[src/rtl/matvec2x2_transpose_seq_pkg.sv]
// Shared types and default widths for the 2x2 transpose matrix-vector backward block.
package matvec2x2_transpose_seq_pkg;

    localparam int DATA_W_DEF = 8;
    localparam int ACC_W_DEF  = 16;

    typedef enum logic [1:0] {
        ST_IDLE = 2'd0,
        ST_MAC  = 2'd1,
        ST_DONE = 2'd2
    } state_t;

    typedef logic [1:0] step_t;

    localparam step_t STEP_LAST = 2'd3;

endpackage

[src/rtl/matvec2x2_transpose_seq_signed_mac.sv]
// Combinational signed multiply-accumulate: sum = acc + sext/trunc(a*b), wrapping modulo 2^ACC_W.
module matvec2x2_transpose_seq_signed_mac #(
    parameter int DATA_W = 8,
    parameter int ACC_W  = 16
) (
    input  logic [DATA_W-1:0] a,
    input  logic [DATA_W-1:0] b,
    input  logic [ACC_W-1:0]  acc,
    output logic [ACC_W-1:0]  sum
);

    localparam int PROD_W = 2 * DATA_W;

    logic signed [PROD_W-1:0] prod;
    logic        [ACC_W-1:0]  prod_ext;

    assign prod = $signed(a) * $signed(b);

    generate
        if (ACC_W > PROD_W) begin : g_sext
            assign prod_ext = {{(ACC_W - PROD_W){prod[PROD_W-1]}}, prod};
        end else if (ACC_W == PROD_W) begin : g_same
            assign prod_ext = prod;
        end else begin : g_trunc
            assign prod_ext = prod[ACC_W-1:0];
        end
    endgenerate

    assign sum = acc + prod_ext;

endmodule

[src/rtl/matvec2x2_transpose_seq.sv]
// z = A^T * e for a 2x2 signed matrix, using one shared MAC sequenced over four cycles.
//
// state   | meaning
// --------+-----------------------------------------------------------
// IDLE    | in_ready=1, waiting for an operand set
// MAC     | one product per edge, step 0..3 (acc1 on 0-1, acc2 on 2-3)
// DONE    | out_valid=1, z1/z2 held until out_ready
module matvec2x2_transpose_seq
    import matvec2x2_transpose_seq_pkg::*;
#(
    parameter int DATA_W = DATA_W_DEF,
    parameter int ACC_W  = ACC_W_DEF
) (
    input  logic              clk,
    input  logic              rst_n,
    input  logic              in_valid,
    output logic              in_ready,
    input  logic [DATA_W-1:0] a11,
    input  logic [DATA_W-1:0] a12,
    input  logic [DATA_W-1:0] a21,
    input  logic [DATA_W-1:0] a22,
    input  logic [DATA_W-1:0] e1,
    input  logic [DATA_W-1:0] e2,
    output logic              out_valid,
    input  logic              out_ready,
    output logic [ACC_W-1:0]  z1,
    output logic [ACC_W-1:0]  z2
);

    state_t            state;
    step_t             step;
    logic [DATA_W-1:0] r_a11, r_a12, r_a21, r_a22, r_e1, r_e2;
    logic [ACC_W-1:0]  acc1, acc2;

    logic [DATA_W-1:0] mac_a, mac_b;
    logic [ACC_W-1:0]  mac_acc, mac_sum;

    // Transposed access: acc1 takes column 1 of A (a11, a21), acc2 column 2 (a12, a22).
    always_comb begin
        mac_a   = r_a11;
        mac_b   = r_e1;
        mac_acc = acc1;
        case (step)
            2'd0: begin mac_a = r_a11; mac_b = r_e1; mac_acc = acc1; end
            2'd1: begin mac_a = r_a21; mac_b = r_e2; mac_acc = acc1; end
            2'd2: begin mac_a = r_a12; mac_b = r_e1; mac_acc = acc2; end
            default: begin mac_a = r_a22; mac_b = r_e2; mac_acc = acc2; end
        endcase
    end

    matvec2x2_transpose_seq_signed_mac #(
        .DATA_W (DATA_W),
        .ACC_W  (ACC_W)
    ) u_mac (
        .a   (mac_a),
        .b   (mac_b),
        .acc (mac_acc),
        .sum (mac_sum)
    );

    always_ff @(posedge clk) begin
        if (!rst_n) begin
            state     <= ST_IDLE;
            step      <= '0;
            in_ready  <= 1'b1;
            out_valid <= 1'b0;
            r_a11     <= '0;
            r_a12     <= '0;
            r_a21     <= '0;
            r_a22     <= '0;
            r_e1      <= '0;
            r_e2      <= '0;
            acc1      <= '0;
            acc2      <= '0;
        end else begin
            case (state)
                ST_IDLE: begin
                    if (in_valid && in_ready) begin
                        r_a11    <= a11;
                        r_a12    <= a12;
                        r_a21    <= a21;
                        r_a22    <= a22;
                        r_e1     <= e1;
                        r_e2     <= e2;
                        acc1     <= '0;
                        acc2     <= '0;
                        step     <= '0;
                        in_ready <= 1'b0;
                        state    <= ST_MAC;
                    end
                end
                ST_MAC: begin
                    if (step[1] == 1'b0) acc1 <= mac_sum;
                    else                 acc2 <= mac_sum;
                    step <= step_t'(step + 2'd1);
                    if (step == STEP_LAST) begin
                        out_valid <= 1'b1;
                        state     <= ST_DONE;
                    end
                end
                ST_DONE: begin
                    if (out_ready) begin
                        out_valid <= 1'b0;
                        in_ready  <= 1'b1;
                        state     <= ST_IDLE;
                    end
                end
                default: begin
                    out_valid <= 1'b0;
                    in_ready  <= 1'b1;
                    state     <= ST_IDLE;
                end
            endcase
        end
    end

    assign z1 = acc1;
    assign z2 = acc2;

endmodule

[config.mk]
export PLATFORM = sky130hd
export DESIGN_NAME = matvec2x2_transpose_seq
export DESIGN_NICKNAME = d
export VERILOG_FILES = /design/src/rtl/matvec2x2_transpose_seq_pkg.sv /design/src/rtl/matvec2x2_transpose_seq_signed_mac.sv /design/src/rtl/matvec2x2_transpose_seq.sv
export SDC_FILE = /design/constraint.sdc
export NUM_CORES = 1
export LEC_CHECK = 0
export CELL_PAD_IN_SITES_DETAIL_PLACEMENT = 0
export CELL_PAD_IN_SITES_GLOBAL_PLACEMENT = 1
export CORE_ASPECT_RATIO = 0.75
export CORE_MARGIN = 1
export CORE_UTILIZATION = 40
export CTS_CLUSTER_DIAMETER = 100
export DETAILED_ROUTE_END_ITERATION = 6
export GPL_ROUTABILITY_DRIVEN = 1
export PLACE_DENSITY = 0.84
export SETUP_SLACK_MARGIN = 0.2
export SLEW_MARGIN = 40
export SYNTH_ARGS = -nofsm -noshare
export SYNTH_HDL_FRONTEND = slang
export SYNTH_HIERARCHICAL = 1
export SYNTH_SLANG_ARGS = --single-unit
[constraint.sdc]
create_clock -name clk -period 6.5 [get_ports clk]
set_input_delay 1.3 -clock clk [delete_from_list [all_inputs] [get_ports clk]]
set_output_delay 1.3 -clock clk [all_outputs]
set_load 0.05 [all_outputs]
Yosys cells after proc, flatten, opt, wreduce, memory -nomap -nowiden
Cells that the tools add are included.
{ "classes": {"div": 0, "n_shift": 0, "add_sub_neg": 2, "n_mul": 1, "n_eq_ne": 10, "bitwise_logic": 2, "n_reduce_logical": 13, "order_cmp": 0, "mux": 20} }
{ "ops": {"columns": ["cell", "count"], "rows": [
  ["2-to-1 mux 16 bit", 4],
  ["case mux 16 bit (2 select lines)", 2],
  ["case mux 8 bit (3 select lines)", 1],
  ["adder 16 bit", 1],
  ["multiplier 8 x 8 -> 16 bit", 1],
  ["AND reduction 3 bit", 5],
  ["inequality test 2 bit, second input constant", 5],
  ["2-to-1 mux 2 bit", 4],
  ["2-to-1 mux 8 bit", 1],
  ["== test 2 bit, second input constant", 3],
  ["case mux 1 bit (3 select lines)", 2],
  ["case mux 2 bit (3 select lines)", 1],
  ["== test 2 x 1 -> 1 bit, second input constant", 2],
  ["zero test 2 bit", 2],
  ["2-to-1 mux 1 bit", 4],
  ["case mux 2 bit (2 select lines)", 1],
  ["AND reduction 2 bit", 2],
  ["OR reduction 2 bit", 2],
  ["adder 2 x 1 -> 2 bit, second input constant", 1],
  ["NOT 1 bit", 2],
  ["nonzero test 2 bit", 1],
  ["logical AND 1 bit", 1]
]} }
{ "word_totals": {"out_inout_bits": 34, "latchBits": 0, "in_bits": 52, "ff_bits": 86, "mem_bits_ro": 0, "ram_bits": 0, "n_memories": 0} }

Longest topological paths before layout
Gate-level depths: netlist of the first run.
{ "depth": {"depth_word": 7, "depth_mapped": 24, "mapped_depth_nobuf": 23} }

By module
The synthesis of the first run kept the hierarchy.
{ "by_module_without_submodules": {"columns": ["module", "seq_area_each_um2", "n_inst", "area_per_inst_um2", "cells_per_inst"], "rows": [
  ["matvec2x2_transpose_seq", 1721.7, 1, 3708.6, 426],
  ["matvec2x2_transpose_seq_signed_mac", 0.0, 1, 2935.3, 303]
]} }

Worst setup path before layout of the first run
Ideal clock, no wire load.
{ "synth_path": {"path_type": "register to register", "startpoint": "register step[1]", "endpoint": "register acc1[15], in the netlist z1[15]", "t_arrival_ps": 5630, "path_slack_ps": 796, "required_time_ps": 6425, "period_less_slack_ps": 5704, "path_stages_with_launch": 20, "setup_ps": 75, "cell_sequence": "dfxtp_1 -> ha_1 -> clkbuf_1 -> mux2i_1 -> and2_1 -> inv_1 -> fa_1 -> inv_1 -> fa_1 -> fa_1 -> fa_1 -> fa_1 -> ha_1 -> o21ai_1 -> a211oi_2 -> o41ai_2 -> a31o_1 -> xnor2_1 -> nand2_1 -> o22ai_1"} }
{ "synth_lines": {"columns": ["element", "line_no", "rtl"], "rows": [
  ["from (decl)", "matvec2x2_transpose_seq.sv:31", "step_t step;"],
  ["from (signal assigned)", "matvec2x2_transpose_seq.sv:95", "step <= step_t'(step + 2'd1);"],
  ["== test 2 bit (tied with other cells)", "matvec2x2_transpose_seq.sv:43", "case (step)"],
  ["case mux 8 bit (3 select lines) (*)", "matvec2x2_transpose_seq.sv:43", null],
  ["named net mac_a[7]", "matvec2x2_transpose_seq.sv:35", "logic [DATA_W-1:0] mac_a, mac_b;"],
  ["multiplier 8 x 8 -> 16 bit (*)", "matvec2x2_transpose_seq_signed_mac.sv:17", "assign prod = $signed(a) * $signed(b);"],
  ["adder 16 bit (*)", "matvec2x2_transpose_seq_signed_mac.sv:29", "assign sum = acc + prod_ext;"],
  ["named net mac_sum[15]", "matvec2x2_transpose_seq.sv:36", "logic [ACC_W-1:0] mac_acc, mac_sum;"],
  ["2-to-1 mux 16 bit (*)", "matvec2x2_transpose_seq.sv:93", "if (step[1] == 1'b0) acc1 <= mac_sum;"],
  ["case mux 16 bit (2 select lines) (*)", "matvec2x2_transpose_seq.sv:76", "case (state)"],
  ["to (signal assigned)", "matvec2x2_transpose_seq.sv:93", null],
  ["to (decl)", "matvec2x2_transpose_seq.sv:33", "logic [ACC_W-1:0] acc1, acc2;"]
]} }
Mark *: on every way through the listed nets, which the timed path passes. The rest lies on a longest branch. The select of a mux whose other input is x is not followed.
A chain may end at the register's enable or synchronous reset.

Worst setup path in the final report of the first run
{ "layout_path": {"startpoint": "register step[1]", "endpoint": "register acc2[11], in the netlist z2[11]"} }
{ "layout_lines": {"columns": ["element", "line_no", "rtl"], "rows": [
  ["== test 2 bit (tied with other cells)", "matvec2x2_transpose_seq.sv:43", null],
  ["case mux 8 bit (3 select lines) (*)", "matvec2x2_transpose_seq.sv:43", null],
  ["named net mac_a[2]", "matvec2x2_transpose_seq.sv:35", null],
  ["multiplier 8 x 8 -> 16 bit (*)", "matvec2x2_transpose_seq_signed_mac.sv:17", null],
  ["adder 16 bit (*)", "matvec2x2_transpose_seq_signed_mac.sv:29", null],
  ["named net mac_sum[11]", "matvec2x2_transpose_seq.sv:36", null],
  ["2-to-1 mux 16 bit (*)", "matvec2x2_transpose_seq.sv:93", null],
  ["case mux 16 bit (2 select lines) (*)", "matvec2x2_transpose_seq.sv:76", null],
  ["to (signal assigned)", "matvec2x2_transpose_seq.sv:94", "else acc2 <= mac_sum;"],
  ["to (decl)", "matvec2x2_transpose_seq.sv:33", null]
]} }
Marks and branches as above.

==> impl_metrics.toml, run 1 <==
[status]
status = "completed"

[worst_setup_path]
start_kind = "flip-flop"
cp_max_fo = 8
critical_path_class = "flip-flop to flip-flop"
critPathArrivalTime_ps = 6210
required_ps = 6750
endpoint_kind = "flip-flop"
r2r.worst_path.cells = 18

[floorplanning]
core-area_sq_mm = 0.0161
rows = 40
initial_core_util_pct = 41.2
fp.dieH_um = 114
dieArea_sq_mm = 0.0171
ioPinCount = 86
die_w_um = 151

[finish]
area_delta_synth_final_pct = 19.5
nets = 959
num_antenna_cells = 0
drive_gt1_share_pct = 8.13

[routing]
top_layer_used = "met4"
wl_met1_um = 8080
firstDrtPassIters = 5
wl_per_cell_um = 14.7
drt_iter0_drc = 271
postRouteAntennaNets = 0
met3WireLength_um = 524
totalWireLength_um = 14900
via_count = 5001
viasPerCell = 4.95
route.met2.wl_um = 6080
route.detailed.drc = 0

[cts]
clock_path_buffers = 2
cts_setup_buffers = 0
h-tree-depth = 3
tritoncts = "yes"
cts_buffers = 9
numClockSinks = 86
insertion_delay_ps = 350
root_buffer = "clkbuf_16"
clkSlewWorstSetupHoldPaths_ps = 60

[sta]
setup_viol = 0
hold_viol_final = 0
period_share_pct = 91.8
rsz0062_at_grt = "yes"
relSlewSlack_pct = 46.4
finalSetupTns_ps = 0
fin_worst_skew_ps = 8.33
period_minus_slack_ps = 5960
max_freq_mhz = 168
whs_ps = 454
slew_violations = 0
worstMarginPinSlew_ps = 802
setup_ws_ps = 536

[job]
cap_viol_max_count = 0

[hold_path]
hold_depth = 2
hold_path.class = "flip-flop to flip-flop"

[power_and_ir_drop]
vdd_drop_max_mv = 0.114
p_total_w = 0.00149
powerDensity_mw_per_mm2 = 187
p_leak_nw = 3.45

[yosys]
synth-seq-area-share_pct = 25.9
yosysTopAreaCell = "dfxtp_1"
avgSynthCellArea_sq_um = 9.11
syn_inst = 729
synthesis.nets = 893
synth_area_sq_mm = 0.00664
yosys-top-cells-area = "dfxtp_1 (26%), fa_1 (21%), nand2_1 (9.7%)"
synth_top_area_share_pct = 25.9
synth-warning-count = 6
ys_ff_latch = 86
synth_cell_types = 51

[placed_design]
pre_cts_ws_ps = 263
portBuffers = 85
gp_congestion = 0.802
place_hpwl_um = 11500

[grt]
first_global_vias = 5055
antenna_found_initial = 0
grt_pass1_wl_um = 25300
grt_max_degree = 103
grt.total_usage_pct = 19.1
overflow = 0
report_power, final:
part           switching (W)  leakage, nW  internal [W]
Sequential         0.0000186        0.700      0.000554
Combinational       0.000225         2.61      0.000160
Clock               0.000219        0.141      0.000310
through the flow:
stage	instances	util [%]	cell area [sq um]
floorplan	729	-	6640
global placement	994	47.2	7610
detailed placement	994	47.3	7620
CTS	1010	49.2	7930
global route	1010	49.3	7940
finish	1010	49.3	7940
cell type report:
class / count / area, sq um
timing repair buffer: 90 / 887
fill: 1543 / 8180
sequential: 86 / 1720
multi-input combinational: 527 / 4450
clock inverter: 6 / 70.1
tap: 210 / 263
inverter: 81 / 304
clock buffer: 10 / 239
logic make-up after synthesis:
group,after synthesis,synth area share [%]
buffers and inverters,116,7.33
AND/OR/NAND/NOR,242,16.3
XOR/XNOR,20,2.64
AO/OA/AOI/OAI,121,13.5
flip-flops,86,25.9
multiplexers,32,5.27
adder cells (fa/ha/maj),112,29.1
worst max-delay path: stages (launching register included):
cell and delay [ps]:
dfxtp_1 420, ha_1 420, buf_4 240, mux2i_1 630
nand2_1 180, fa_1 560, fa_1 520, inv_1 50
fa_1 450, fa_1 510, fa_1 420, ha_1 360
o21ai_0 100, o21bai_1 240, a21oi_1 140, o21ai_1 180
xor2_1 170, nand2_1 90, o22ai_1 190
placed cells by master (no fill, tap or decap), drive strengths merged, types with 3 or more instances in the layout:
cell,synthesis,routed
nand2,174,174
dfxtp,86,86
clkdlybuf4s50,0,84
inv,80,81
fa,71,71
a21boi,50,50
ha,41,41
and2,34,34
o22ai,33,33
mux2,24,24
xnor2,15,15
nor2,14,14
clkbuf,15,10
a21oi,9,9
a222oi,8,8
mux2i,8,8
o21ai,6,6
buf,20,6
nand2b,5,5
xor2,5,5
nand3b,3,3
clkinvlp,0,3
o21bai,3,3
a211oi,3,3
synthesized netlist by cell type (all sizes together):
cell and number:
nand2 174, dfxtp 86, inv 80, fa 71, a21boi 50, ha 41
and2 34, o22ai 33, mux2 24, buf 20, clkbuf 15, xnor2 15
nor2 14, a21oi 9, a222oi 8, mux2i 8, o21ai 6, nand2b 5
xor2 5, a211oi 3, nand3b 3, o21bai 3, a21o 2, nand3 2
nor2b 2, or3 2, a211o 1, a221oi 1, a31o 1, and3 1
and4bb 1, clkinv 1, nand4bb 1, nor3 1, o21a 1, o2bb2ai 1
o311ai 1, o41ai 1, or2 1, or3b 1
what timing repair did:
action,in CTS,in global routing
endpoints found under the hold margin,0,0
resized for setup,0,3
endpoints found under the setup margin,0,14
hold buffers,0,0
state kept, by name, indices dropped and copies added, names as in the netlist:
signal     count
step           2
r_a21          8
z2            16
r_a12          8
out_valid      1
z1            16
in_ready       1
r_a22          8
r_e1           8
r_e2           8
r_a11          8
state          2
worst paths after layout:
path                    to     start  slack, ps
setup / recovery    z2[11]   step[1]        540
hold reg to reg   r_a11[4]  r_a11[4]        450
hold / removal    r_a11[4]  r_a11[4]        450
setup reg to reg    z2[11]   step[1]        540
routing by layer:
layer / vias up / global-route usage, %
met3: 12 / 3.96
met5: - / 0
met1: 2387 / 28.8
met4: 0 / 4.87
met2: 95 / 27.7
li1: 2507 / -
(Power assumes the default switching activity.)
==> run 2: changes to the inputs <==
--- a/config.mk
+++ b/config.mk
@@ -14,6 +14,7 @@
 export DETAILED_ROUTE_END_ITERATION = 6
 export GPL_ROUTABILITY_DRIVEN = 1
 export PLACE_DENSITY = 0.84
+export RECOVER_POWER = 50
 export SETUP_SLACK_MARGIN = 0.2
 export SLEW_MARGIN = 40
 export SYNTH_ARGS = -nofsm -noshare
==> impl_metrics.toml, run 2 (synthesized netlist as in run 1, its figures left out) <==
[status]
status = "finished with violations"
violations = "capacitance limit, slew limit"

[sta]
hold_viol_final = 0
relSlewSlack_pct = -50.6
slew_violations = 54
period_minus_slack_ps = 5980
worstMarginPinSlew_ps = 2260
rsz0062_at_grt = "yes"
fin_worst_skew_ps = 8.36
setup_viol = 0
period_share_pct = 92.0
max_freq_mhz = 167
finalSetupTns_ps = 0

[floorplanning]
fp.dieH_um = 114
core-area_sq_mm = 0.0161
initial_core_util_pct = 41.2
rows = 40
ioPinCount = 86
die_w_um = 151
dieArea_sq_mm = 0.0171

[worst_setup_path]
cp_max_fo = 8
critical_path_class = "flip-flop to flip-flop"
critPathArrivalTime_ps = 6230
start_kind = "flip-flop"
endpoint_kind = "flip-flop"
required_ps = 6750

[routing]
route.met2.wl_um = 6120
viasPerCell = 4.96
top_layer_used = "met4"
route.detailed.drc = 0
wl_per_cell_um = 14.7
drt_iter0_drc = 253
postRouteAntennaNets = 0
via_count = 5008
totalWireLength_um = 14900
firstDrtPassIters = 5
met3WireLength_um = 683
wl_met1_um = 7890

[finish]
final_common_cell = "nand2_1"
area_delta_synth_final_pct = 19.2
layout_common_cells = "nand2_1 (174), dfxtp_1 (86), inv_1 (80)"
nets = 959
fin_util_pct = 49.1
drive_gt1_share_pct = 7.63
num_antenna_cells = 0

[cts]
tritoncts = "yes"
clkSlewWorstSetupHoldPaths_ps = 60
clock_path_buffers = 2
h-tree-depth = 3
cts_setup_buffers = 0
insertion_delay_ps = 350
numClockSinks = 86
root_buffer = "clkbuf_16"
cts_buffers = 9

[power_and_ir_drop]
powerDensity_mw_per_mm2 = 187
vdd_drop_max_mv = 0.114
p_leak_nw = 3.45

[grt]
antenna_found_initial = 0
grt_max_degree = 103
grt.total_usage_pct = 19.1
grt_pass1_wl_um = 25300
overflow = 0
first_global_vias = 5055

[placed_design]
place_hpwl_um = 11500
portBuffers = 85
gp_congestion = 0.802

[hold_path]
hold_path.class = "flip-flop to flip-flop"

[job]
cap_viol_max_count = 1
==> run 2: cell types whose count changed in the layout (fill, tap and decap cells not counted), sizes merged <==
cell           delta
buf               -1
clkbuf            +1
clkdlybuf4s50     -6
dlygate4sd3       +6
==> run 2: cell type report <==
class                      instances  area (sq um)
clock buffer                      10           239
clock inverter                     6          70.1
fill                            1547          8200
inverter                          81           304
multi-input combinational        527          4440
sequential                        86          1720
tap                              210           263
timing repair buffer              90           883
==> run 2: final timing paths <==
| path | start | to | slack, ps | cells past startpoint |
|---|---|---|---|---|
| setup / recovery | step[1] | z2[11] | 520 | 18 |
| hold / removal | r_e2[5] | r_e2[5] | 460 | 2 |
| setup reg to reg | step[1] | z2[11] | 520 | 18 |
| hold reg to reg | r_e2[5] | r_e2[5] | 460 | 2 |
==> run 2: per-layer routing <==
layer / global-route usage, % / vias to the layer above
li1: - / 2509
met1: 28.8 / 2368
met2: 27.7 / 121
met3: 3.96 / 10
met4: 4.87 / 0
met5: 0 / -
==> run 2: worst max-delay path, cell delays in order, from the launching register on <==
cell,delay (ps)
dfxtp_1,430
ha_1,420
buf_4,240
mux2i_1,620
nand2_1,180
fa_1,560
fa_1,520
inv_1,50
fa_1,450
fa_1,510
fa_1,420
ha_1,360
o21ai_0,100
o21bai_1,240
a21oi_1,140
o21ai_1,190
xor2_1,170
nand2_1,90
o22ai_1,190
==> run 2: per-stage QoR <==
stage / cell area (sq um) / setup WS, ps / hold WS (ps) / instances / power, W
final: 7920 / 523 / 462 / 1010 / 0.00148
after CTS: 7930 / 241 / 456 / 1010 / 0.00150
after detailed placement: 7620 / 263 / 447 / 994 / 0.000966
after global placement: 7610 / 570 / 448 / 994 / 0.000962
after global routing: 7920 / 147 / 477 / 1010 / 0.00156
after floorplan: 6640 / 796 / 434 / 729 / 0.000854
==> run 2: what timing repair did <==
| action | in CTS | in global routing |
|---|---|---|
| endpoints found under the hold margin | 0 | 0 |
| endpoints found under the setup margin | 0 | 14 |
| gates resized for setup | 0 | 3 |
| hold buffers | 0 | 0 |
==> run 2: power by group <==
part | switching, W | internal [W] | leakage, nW
Combinational | 0.000223 | 0.000158 | 2.61
Sequential | 0.0000185 | 0.000554 | 0.700
Clock | 0.000219 | 0.000310 | 0.141
Total | 0.000461 | 0.00102 | 3.45
